### config.mk
export PLATFORM = sky130hd
export DESIGN_NAME = data_memory_access_controller_flat
export DESIGN_NICKNAME = d
export VERILOG_FILES = /design/src/rtl/data_memory_access_controller_if.sv /design/src/rtl/data_memory_access_controller.sv /design/src/flat_wrapper.sv
export SDC_FILE = /design/constraint.sdc
export NUM_CORES = 1
export LEC_CHECK = 0
export BUFFER_PORTS_ARGS = -buffer_cell sky130_fd_sc_hd__clkbuf_2
export CORE_ASPECT_RATIO = 0.7
export CORE_MARGIN = 2
export CORE_UTILIZATION = 35
export CTS_CLUSTER_SIZE = 25
export DETAILED_ROUTE_END_ITERATION = 6
export PLACE_DENSITY = 0.65
export RECOVER_POWER = 25
export SETUP_SLACK_MARGIN = 0.4
export SYNTH_ARGS = -nofsm -noshare
export SYNTH_HDL_FRONTEND = slang
export SYNTH_SLANG_ARGS = --single-unit
### constraint.sdc
create_clock -name MemCtrl_CLOCK_50 -period 2.2 [get_ports MemCtrl_CLOCK_50]
set_input_delay 0.22 -clock MemCtrl_CLOCK_50 [delete_from_list [all_inputs] [get_ports MemCtrl_CLOCK_50]]
set_output_delay 0.22 -clock MemCtrl_CLOCK_50 [all_outputs]
set_load 0.01 [all_outputs]
### src/rtl/data_memory_access_controller_if.sv
// Request/response and RAM-side bus of the data memory access controller.
// The controller sits on the slave modport; the requester and RAM model use master.
interface data_memory_access_controller_if #(
  parameter int unsigned DATAWIDTH_BUS      = 32,
  parameter int unsigned DATAWIDTH_ADDR_MEM = 8
);
  logic                          MemCtrl_Req_RD;
  logic                          MemCtrl_Req_WR;
  logic [DATAWIDTH_BUS-1:0]      MemCtrl_Address_In;
  logic [DATAWIDTH_BUS-1:0]      MemCtrl_Data_In;
  logic [DATAWIDTH_BUS-1:0]      MemCtrl_Data_Out;
  logic                          MemCtrl_Busy;
  logic                          MemCtrl_Ack;
  logic                          MemCtrl_Err;
  logic [DATAWIDTH_ADDR_MEM-1:0] MemCtrl_Mem_Address;
  logic [DATAWIDTH_BUS-1:0]      MemCtrl_Mem_Data_Out;
  logic                          MemCtrl_Mem_RD;
  logic                          MemCtrl_Mem_WR;
  logic [DATAWIDTH_BUS-1:0]      MemCtrl_Mem_Data_In;

  modport slave (
    input  MemCtrl_Req_RD, MemCtrl_Req_WR, MemCtrl_Address_In, MemCtrl_Data_In,
           MemCtrl_Mem_Data_In,
    output MemCtrl_Data_Out, MemCtrl_Busy, MemCtrl_Ack, MemCtrl_Err,
           MemCtrl_Mem_Address, MemCtrl_Mem_Data_Out, MemCtrl_Mem_RD, MemCtrl_Mem_WR
  );

  modport master (
    output MemCtrl_Req_RD, MemCtrl_Req_WR, MemCtrl_Address_In, MemCtrl_Data_In,
           MemCtrl_Mem_Data_In,
    input  MemCtrl_Data_Out, MemCtrl_Busy, MemCtrl_Ack, MemCtrl_Err,
           MemCtrl_Mem_Address, MemCtrl_Mem_Data_Out, MemCtrl_Mem_RD, MemCtrl_Mem_WR
  );
endinterface

### src/rtl/data_memory_access_controller.sv
// Multi-cycle data RAM access controller: validates byte address, holds RAM strobes
// for WAIT_CYCLES, then issues a one-cycle Ack (with Err on rejected requests).
module data_memory_access_controller #(
  parameter int unsigned DATAWIDTH_BUS      = 32,
  parameter int unsigned DATAWIDTH_ADDR_MEM = 8,
  parameter int unsigned WAIT_CYCLES        = 2,
  parameter int unsigned DATAWIDTH_WAIT_CNT = 4
) (
  input logic                   MemCtrl_CLOCK_50,
  input logic                   MemCtrl_RESET_InLow,
  data_memory_access_controller_if.slave bus
);

  typedef enum logic [1:0] {IDLE, ACCESS, RESP} state_e;

  state_e                        state_q, state_d;
  logic [DATAWIDTH_WAIT_CNT-1:0] cnt_q, cnt_d;
  logic [DATAWIDTH_ADDR_MEM-1:0] addr_q, addr_d;
  logic [DATAWIDTH_BUS-1:0]      wdata_q, wdata_d;
  logic [DATAWIDTH_BUS-1:0]      dout_q, dout_d;
  logic                          mem_rd_q, mem_rd_d;
  logic                          mem_wr_q, mem_wr_d;
  logic                          ack_q, ack_d;
  logic                          err_q, err_d;
  logic                          misaligned, out_of_range;

  assign misaligned   = |bus.MemCtrl_Address_In[1:0];
  assign out_of_range = |(bus.MemCtrl_Address_In >> (DATAWIDTH_ADDR_MEM + 2));

  always_comb begin
    state_d  = state_q;
    cnt_d    = cnt_q;
    addr_d   = addr_q;
    wdata_d  = wdata_q;
    dout_d   = dout_q;
    mem_rd_d = mem_rd_q;
    mem_wr_d = mem_wr_q;
    ack_d    = 1'b0;
    err_d    = 1'b0;
    case (state_q)
      IDLE: begin
        if (bus.MemCtrl_Req_RD || bus.MemCtrl_Req_WR) begin
          if ((bus.MemCtrl_Req_RD && bus.MemCtrl_Req_WR) || misaligned || out_of_range) begin
            ack_d   = 1'b1;
            err_d   = 1'b1;
            state_d = RESP;
          end else begin
            addr_d   = bus.MemCtrl_Address_In[DATAWIDTH_ADDR_MEM+1:2];
            wdata_d  = bus.MemCtrl_Data_In;
            mem_rd_d = bus.MemCtrl_Req_RD;
            mem_wr_d = bus.MemCtrl_Req_WR;
            cnt_d    = DATAWIDTH_WAIT_CNT'(WAIT_CYCLES - 1);
            state_d  = ACCESS;
          end
        end
      end
      ACCESS: begin
        // Strobes and Ack are registered, so the last strobe cycle and the Ack
        // cycle are adjacent with no gap.
        if (cnt_q == '0) begin
          if (mem_rd_q) dout_d = bus.MemCtrl_Mem_Data_In;
          mem_rd_d = 1'b0;
          mem_wr_d = 1'b0;
          ack_d    = 1'b1;
          state_d  = RESP;
        end else begin
          cnt_d = cnt_q - 1'b1;
        end
      end
      RESP: state_d = IDLE;
      default: state_d = IDLE;
    endcase
  end

  always_ff @(posedge MemCtrl_CLOCK_50 or negedge MemCtrl_RESET_InLow) begin
    if (!MemCtrl_RESET_InLow) begin
      state_q  <= IDLE;
      cnt_q    <= '0;
      addr_q   <= '0;
      wdata_q  <= '0;
      dout_q   <= '0;
      mem_rd_q <= 1'b0;
      mem_wr_q <= 1'b0;
      ack_q    <= 1'b0;
      err_q    <= 1'b0;
    end else begin
      state_q  <= state_d;
      cnt_q    <= cnt_d;
      addr_q   <= addr_d;
      wdata_q  <= wdata_d;
      dout_q   <= dout_d;
      mem_rd_q <= mem_rd_d;
      mem_wr_q <= mem_wr_d;
      ack_q    <= ack_d;
      err_q    <= err_d;
    end
  end

  assign bus.MemCtrl_Data_Out     = dout_q;
  assign bus.MemCtrl_Busy         = (state_q != IDLE);
  assign bus.MemCtrl_Ack          = ack_q;
  assign bus.MemCtrl_Err          = err_q;
  assign bus.MemCtrl_Mem_Address  = addr_q;
  assign bus.MemCtrl_Mem_Data_Out = wdata_q;
  assign bus.MemCtrl_Mem_RD       = mem_rd_q;
  assign bus.MemCtrl_Mem_WR       = mem_wr_q;

endmodule

### src/flat_wrapper.sv
// flat-port wrapper written by rule: the top's interface ports become plain ports
module data_memory_access_controller_flat 
#(
  parameter int unsigned DATAWIDTH_BUS      = 32,
  parameter int unsigned DATAWIDTH_ADDR_MEM = 8,
  parameter int unsigned WAIT_CYCLES        = 2,
  parameter int unsigned DATAWIDTH_WAIT_CNT = 4
)
  (MemCtrl_CLOCK_50, MemCtrl_RESET_InLow, bus_MemCtrl_Req_RD, bus_MemCtrl_Req_WR, bus_MemCtrl_Address_In, bus_MemCtrl_Data_In, bus_MemCtrl_Mem_Data_In, bus_MemCtrl_Data_Out, bus_MemCtrl_Busy, bus_MemCtrl_Ack, bus_MemCtrl_Err, bus_MemCtrl_Mem_Address, bus_MemCtrl_Mem_Data_Out, bus_MemCtrl_Mem_RD, bus_MemCtrl_Mem_WR);
  data_memory_access_controller_if #(.DATAWIDTH_BUS(DATAWIDTH_BUS), .DATAWIDTH_ADDR_MEM(DATAWIDTH_ADDR_MEM)) bus_i ();
  input logic MemCtrl_CLOCK_50;
  input logic MemCtrl_RESET_InLow;
  input wire logic [$bits(bus_i.MemCtrl_Req_RD)-1:0] bus_MemCtrl_Req_RD;
  input wire logic [$bits(bus_i.MemCtrl_Req_WR)-1:0] bus_MemCtrl_Req_WR;
  input wire logic [$bits(bus_i.MemCtrl_Address_In)-1:0] bus_MemCtrl_Address_In;
  input wire logic [$bits(bus_i.MemCtrl_Data_In)-1:0] bus_MemCtrl_Data_In;
  input wire logic [$bits(bus_i.MemCtrl_Mem_Data_In)-1:0] bus_MemCtrl_Mem_Data_In;
  output wire logic [$bits(bus_i.MemCtrl_Data_Out)-1:0] bus_MemCtrl_Data_Out;
  output wire logic [$bits(bus_i.MemCtrl_Busy)-1:0] bus_MemCtrl_Busy;
  output wire logic [$bits(bus_i.MemCtrl_Ack)-1:0] bus_MemCtrl_Ack;
  output wire logic [$bits(bus_i.MemCtrl_Err)-1:0] bus_MemCtrl_Err;
  output wire logic [$bits(bus_i.MemCtrl_Mem_Address)-1:0] bus_MemCtrl_Mem_Address;
  output wire logic [$bits(bus_i.MemCtrl_Mem_Data_Out)-1:0] bus_MemCtrl_Mem_Data_Out;
  output wire logic [$bits(bus_i.MemCtrl_Mem_RD)-1:0] bus_MemCtrl_Mem_RD;
  output wire logic [$bits(bus_i.MemCtrl_Mem_WR)-1:0] bus_MemCtrl_Mem_WR;
  assign bus_i.MemCtrl_Req_RD = bus_MemCtrl_Req_RD;
  assign bus_i.MemCtrl_Req_WR = bus_MemCtrl_Req_WR;
  assign bus_i.MemCtrl_Address_In = bus_MemCtrl_Address_In;
  assign bus_i.MemCtrl_Data_In = bus_MemCtrl_Data_In;
  assign bus_i.MemCtrl_Mem_Data_In = bus_MemCtrl_Mem_Data_In;
  assign bus_MemCtrl_Data_Out = bus_i.MemCtrl_Data_Out;
  assign bus_MemCtrl_Busy = bus_i.MemCtrl_Busy;
  assign bus_MemCtrl_Ack = bus_i.MemCtrl_Ack;
  assign bus_MemCtrl_Err = bus_i.MemCtrl_Err;
  assign bus_MemCtrl_Mem_Address = bus_i.MemCtrl_Mem_Address;
  assign bus_MemCtrl_Mem_Data_Out = bus_i.MemCtrl_Mem_Data_Out;
  assign bus_MemCtrl_Mem_RD = bus_i.MemCtrl_Mem_RD;
  assign bus_MemCtrl_Mem_WR = bus_i.MemCtrl_Mem_WR;
  data_memory_access_controller #(.DATAWIDTH_BUS(DATAWIDTH_BUS), .DATAWIDTH_ADDR_MEM(DATAWIDTH_ADDR_MEM), .WAIT_CYCLES(WAIT_CYCLES), .DATAWIDTH_WAIT_CNT(DATAWIDTH_WAIT_CNT)) u_core (.MemCtrl_CLOCK_50(MemCtrl_CLOCK_50), .MemCtrl_RESET_InLow(MemCtrl_RESET_InLow), .bus(bus_i));
endmodule
# Word-level counts from Yosys, hierarchy flattened
# Cells that the tools add are included.
[classes]
addsub = 1
n_reduce_logical = 15
n_bitwise = 1
n_eq_ne = 5
n_mux = 20
[op_table]
columns = ["op", "count"]
rows = [
  ["OR reduction 22 bit", 1],
  ["two-way mux 4 bit", 3],
  ["two-way mux 1 bit", 9],
  ["case mux 4 bit (2 select lines)", 1],
  ["AND reduction 4 bit", 2],
  ["two-way mux 2 bit", 3],
  ["case mux 1 bit (2 select lines)", 3],
  ["AND reduction 3 bit", 2],
  ["zero test 4 bit", 1],
  ["!= test 2 x 1 -> 1 bit, second input constant", 2],
  ["!= test 2 bit, second input constant", 2],
  ["case mux 2 bit (2 select lines)", 1],
  ["nonzero test 2 bit", 2],
  ["subtractor 4 x 1 -> 4 bit, second input constant", 1],
  ["logical OR 1 bit", 3],
  ["== test 2 x 1 -> 1 bit, second input constant", 1],
  ["zero test 2 bit", 1],
  ["AND reduction 2 bit", 1],
  ["OR reduction 2 bit", 1],
  ["logical AND 1 bit", 1],
  ["inverter 1 bit", 1],
]
[word_totals]
wordCells = 51
reg_bits = 82
out_inout_bits = 77
input_bits = 100

# Longest topological paths before layout
[depth]
ltp_word = 6
depth_mapped = 6

# Worst setup path after synthesis
# OpenSTA, ideal clock, no wires.
[synth_path]
path_kind = "flip-flop to flip-flop"
from = "reg u_core.state_q[0]"
to = "reg u_core.addr_q[7], in the netlist u_core.bus.MemCtrl_Mem_Address[7]"
period_less_slack_ns = 1.833
setup_time_ns = 0.125
stages_incl_launch_ff = 6
slack_ns = 0.367
arrival_time_ns = 1.708
path_buffers = 1
cell_sequence = "dfrtp_1 > nor2_1 > o21ai_1 > nor3_4 > buf_6 > mux2_2"
[synth_between]
elab_chain_len = 2
[synth_lines]
columns = ["element", "line", "source"]
rows = [
  ["from (decl)", "data_memory_access_controller.sv:16", "state_e state_q, state_d;"],
  ["from (signal assigned)", "data_memory_access_controller.sv:87", "state_q <= state_d;"],
  ["zero test 2 bit", "data_memory_access_controller.sv:40", "case (state_q)"],
  ["AND reduction 3 bit (no line)", "--", ""],
  ["to (signal assigned)", "data_memory_access_controller.sv:89", "addr_q <= addr_d;"],
  ["to (decl)", "data_memory_access_controller.sv:18", "logic [DATAWIDTH_ADDR_MEM-1:0] addr_q, addr_d;"],
]
# Every way passes these cells.
# A chain may end at the register's enable or synchronous reset.

# Final worst setup path
[layout_path]
from = "reg u_core.cnt_q[1]"
to = "reg u_core.dout_q[30], in the netlist u_core.bus.MemCtrl_Data_Out[30]"
[layout_between]
elab_chain_len = 2
[layout_lines]
columns = ["element", "line", "source"]
rows = [
  ["from (decl)", "data_memory_access_controller.sv:17", "logic [DATAWIDTH_WAIT_CNT-1:0] cnt_q, cnt_d;"],
  ["from (signal assigned)", "data_memory_access_controller.sv:88", "cnt_q <= cnt_d;"],
  ["zero test 4 bit", "data_memory_access_controller.sv:60", "if (cnt_q == '0) begin"],
  ["AND reduction 3 bit (no line)", "--", ""],
  ["to (signal assigned)", "data_memory_access_controller.sv:91", "dout_q <= dout_d;"],
  ["to (decl)", "data_memory_access_controller.sv:20", "logic [DATAWIDTH_BUS-1:0] dout_q, dout_d;"],
]
# Every way passes these cells.

==> qor.yml <==
synth_seq_cells: 82
cp_slowest_stage_delay_ns: 0.40
vias_per_cell: 4.67
setup_viol: 0
outcome: "complete, no violations"
path_buf_inv: 3
use_met3: 0.0754
startpoint_type: "register"
cts_max_path_buffers: 2
crit_fanout: 16
antenna_found_initial: 0
crit_chain: "inv_1 -> ha_2 -> nor3b_4 -> nand4b_1 -> buf_4 -> buf_12 -> mux2_2"
grt_first_pass_wirelength_um: 11700
slew_violations: 0
grt_usage: 0.149
worst-setup-path-type: "register to register"
period_share: 0.799
tns_ns: 0
fp.dieArea_sq_um: 10100
dieWidth_um: 119
route.detailed.drc: 0
seqCellArea_sq_um: 2050
globalRoute.busiestLayer: "met2"
power.density_nw_per_um2: 808
maxCapViolations: 0
postRouteAntennaNets: 0
min_path_type: "primary input to register"
placementRows: 29
fillers: 808
vdd_drop_max_mv: 0.465
cp.required_ns: 2.40
use_met2: 0.224
wire_per_inst_um: 13.7
grtUsageMet1: 0.185
relSlewSlack: 0.345
final_cell_area_sq_um: 4680
cts_buffers: 9
cp.arrival_ns: 1.96
grt_max_degree: 45
ys.warnings.count: 0
worst_pin_slew_ns: 0.983
max_freq_mhz: 569
design_power_total_mw: 3.78
syn_avg_cell_area_sq_um: 15.2
start_util: 0.360
cts-root-buf: "clkbuf_16"
num_vias: 2498
num-nets-final: 507
multi_input_area_sq_um: 1150
drtIter0Drc: 98
die_h_um: 84.6
skew_ns: 0.00541
overflow: 0
syn_area_sq_um: 3250
core_area_sq_um: 9030
clkTransAtPathRegs_ns: 0.06
seq_area_frac_synth: 0.631
drive_gt1_frac: 0.635
first_global_vias: 2522
syn_to_final_growth_pct: 43.9
clock-sinks: 82
dr.pass1.iters: 4
ioPinCount: 177
mappedNetlistNets: 315
grt_setup_unrepaired: "false"
min_period_ns: 1.76
io_buffers: 176
wirelength_um: 7320
htreeDepth: 3
p_leak_nw: 2.43
synth_cells: 214
placed_cell_area_sq_um: 4310
hold_viol_final: 0
place_hpwl_um: 5330
end_kind: "register"
insertion_delay_ns: 0.32
cpMaxStageDelayCell: "dfrtp_1"
cts_tree: "yes"
cpLargestDelayFamily: "buffers and inverters"
routabilityCongestion: 0.754
antenna_cells: 0
synth.distinct_cells: 27
## worst reg2reg max path: stages, from the launching register on
cell,delay (ns)
dfrtp_1,0.40
inv_1,0.08
ha_2,0.19
nor3b_4,0.22
nand4b_1,0.12
buf_4,0.18
buf_12,0.15
mux2_2,0.29
## power by group
part	internal [mW]	total [mW]	switching, mW	leakage (nW)
Clock	0.934	1.49	0.552	0.151
Sequential	1.61	1.71	0.0988	1.05
Combinational	0.288	0.581	0.293	1.23
## worst paths after layout
path / slack, ns / from / depth (start not counted) / endpoint
max in group asynchronous: 0.86 / MemCtrl_RESET_InLow / 3 / u_core.bus.MemCtrl_Data_Out[25]$_DFFE_PN0P_
min in group asynchronous: 0.58 / MemCtrl_RESET_InLow / 2 / u_core.bus.MemCtrl_Data_Out[21]$_DFFE_PN0P_
setup / recovery: 0.44 / u_core.cnt_q[1]$_DFFE_PN0P_ / 7 / u_core.bus.MemCtrl_Data_Out[30]$_DFFE_PN0P_
setup reg to reg: 0.44 / u_core.cnt_q[1]$_DFFE_PN0P_ / 7 / u_core.bus.MemCtrl_Data_Out[30]$_DFFE_PN0P_
hold reg to reg: 0.50 / u_core.bus.MemCtrl_Data_Out[16]$_DFFE_PN0P_ / 1 / u_core.bus.MemCtrl_Data_Out[16]$_DFFE_PN0P_
hold / removal: 0.12 / bus_MemCtrl_Mem_Data_In[11] / 2 / u_core.bus.MemCtrl_Data_Out[11]$_DFFE_PN0P_
## layer usage
| metal | vias to the layer above | routed length [um] |
|---|---|---|
| met5 | - | 0 |
| met4 | 0 | 89 |
| met3 | 12 | 904 |
| met2 | 139 | 3210 |
| met1 | 1185 | 3120 |
| li1 | 1162 | - |
## kinds of logic after synthesis
group	count (synthesis)	synth area share
AOI/OAI and AO/OA	20	0.0385
adders and majority gates	1	0.00385
buffers and inverters	10	0.0219
DFF	82	0.631
muxes	72	0.249
and+or+nand+nor	29	0.0550
## through the flow
| stage | util | instances | hold slack (ns) | worst slack (ns) |
|---|---|---|---|---|
| floorplan | - | 214 | -0.0756 | 0.411 |
| global placement | 0.477 | 512 | 0.214 | 0.301 |
| detailed placement | 0.477 | 512 | 0.218 | 0.241 |
| CTS | 0.513 | 529 | 0.109 | 0.411 |
| global route | 0.518 | 535 | 0.106 | 0.384 |
| finish | 0.518 | 535 | 0.124 | 0.443 |
## what timing repair did
action	in CTS	in global routing
gates resized for setup	1	3
setup buffers	0	4
gates cloned	0	2
hold endpoints to repair	38	0
hold buffers	1	0
pin swaps	1	2
endpoints found under the setup margin	64	72
## cell type report
cell class / instances / area share
Clock buffer: 11 / 0.0540
Clock inverter: 5 / 0.0112
Inverter: 3 / 0.00241
Multi-Input combinational cell: 122 / 0.245
Sequential cell: 82 / 0.439
Tap cell: 124 / 0.0332
Timing Repair Buffer: 188 / 0.215
## Yosys cell counts, drive strengths merged
cell | n | share of area
o31ai | 2 | 0.0046
nand4 | 1 | 0.0019
a22oi | 1 | 0.0023
a22o | 1 | 0.0027
nand3 | 3 | 0.0046
a31oi | 1 | 0.0019
nor3b | 1 | 0.0023
buf | 7 | 0.018
dfrtp | 82 | 0.63
ha | 1 | 0.0038
nor4 | 7 | 0.013
nor3 | 1 | 0.0050
or2 | 2 | 0.0038
nand2b | 5 | 0.0096
nand4b | 1 | 0.0027
o21ai | 7 | 0.011
o211ai | 4 | 0.0092
nor2 | 3 | 0.0035
nand3b | 1 | 0.0023
a21oi | 3 | 0.0046
inv | 3 | 0.0035
nand2 | 3 | 0.0035
or4 | 1 | 0.0023
a21boi | 1 | 0.0023
mux2 | 72 | 0.25
## sequential cells by signal, indices dropped and copies added, names as in the netlist
name	flops
u_core.bus.MemCtrl_Ack	1
u_core.bus.MemCtrl_Data_Out	32
u_core.bus.MemCtrl_Err	1
u_core.bus.MemCtrl_Mem_Address	8
u_core.bus.MemCtrl_Mem_Data_Out	32
u_core.bus.MemCtrl_Mem_RD	1
u_core.bus.MemCtrl_Mem_WR	1
u_core.cnt_q	4
u_core.state_q	2
## cells in the final DEF (no fill, tap or decap), drive strengths merged
cell         netlist  final
a21boi             1      1
a21oi              3      3
a22o               1      1
a22oi              1      1
a31oi              1      1
buf                7     10
bufinv             0      1
clkbuf             0    188
clkinv             0      3
clkinvlp           0      1
dfrtp             82     82
dlygate4sd3        0      1
ha                 1      1
inv                3      3
mux2              72     72
nand2              3      3
nand2b             5      5
nand3              3      3
nand3b             1      1
nand4              1      1
nand4b             1      1
nor2               3      3
nor3               1      1
nor3b              1      1
nor4               7      7
o211ai             4      4
o21ai              7      7
o31ai              2      2
or2                2      2
or4                1      1
(Power assumes the default switching activity.)
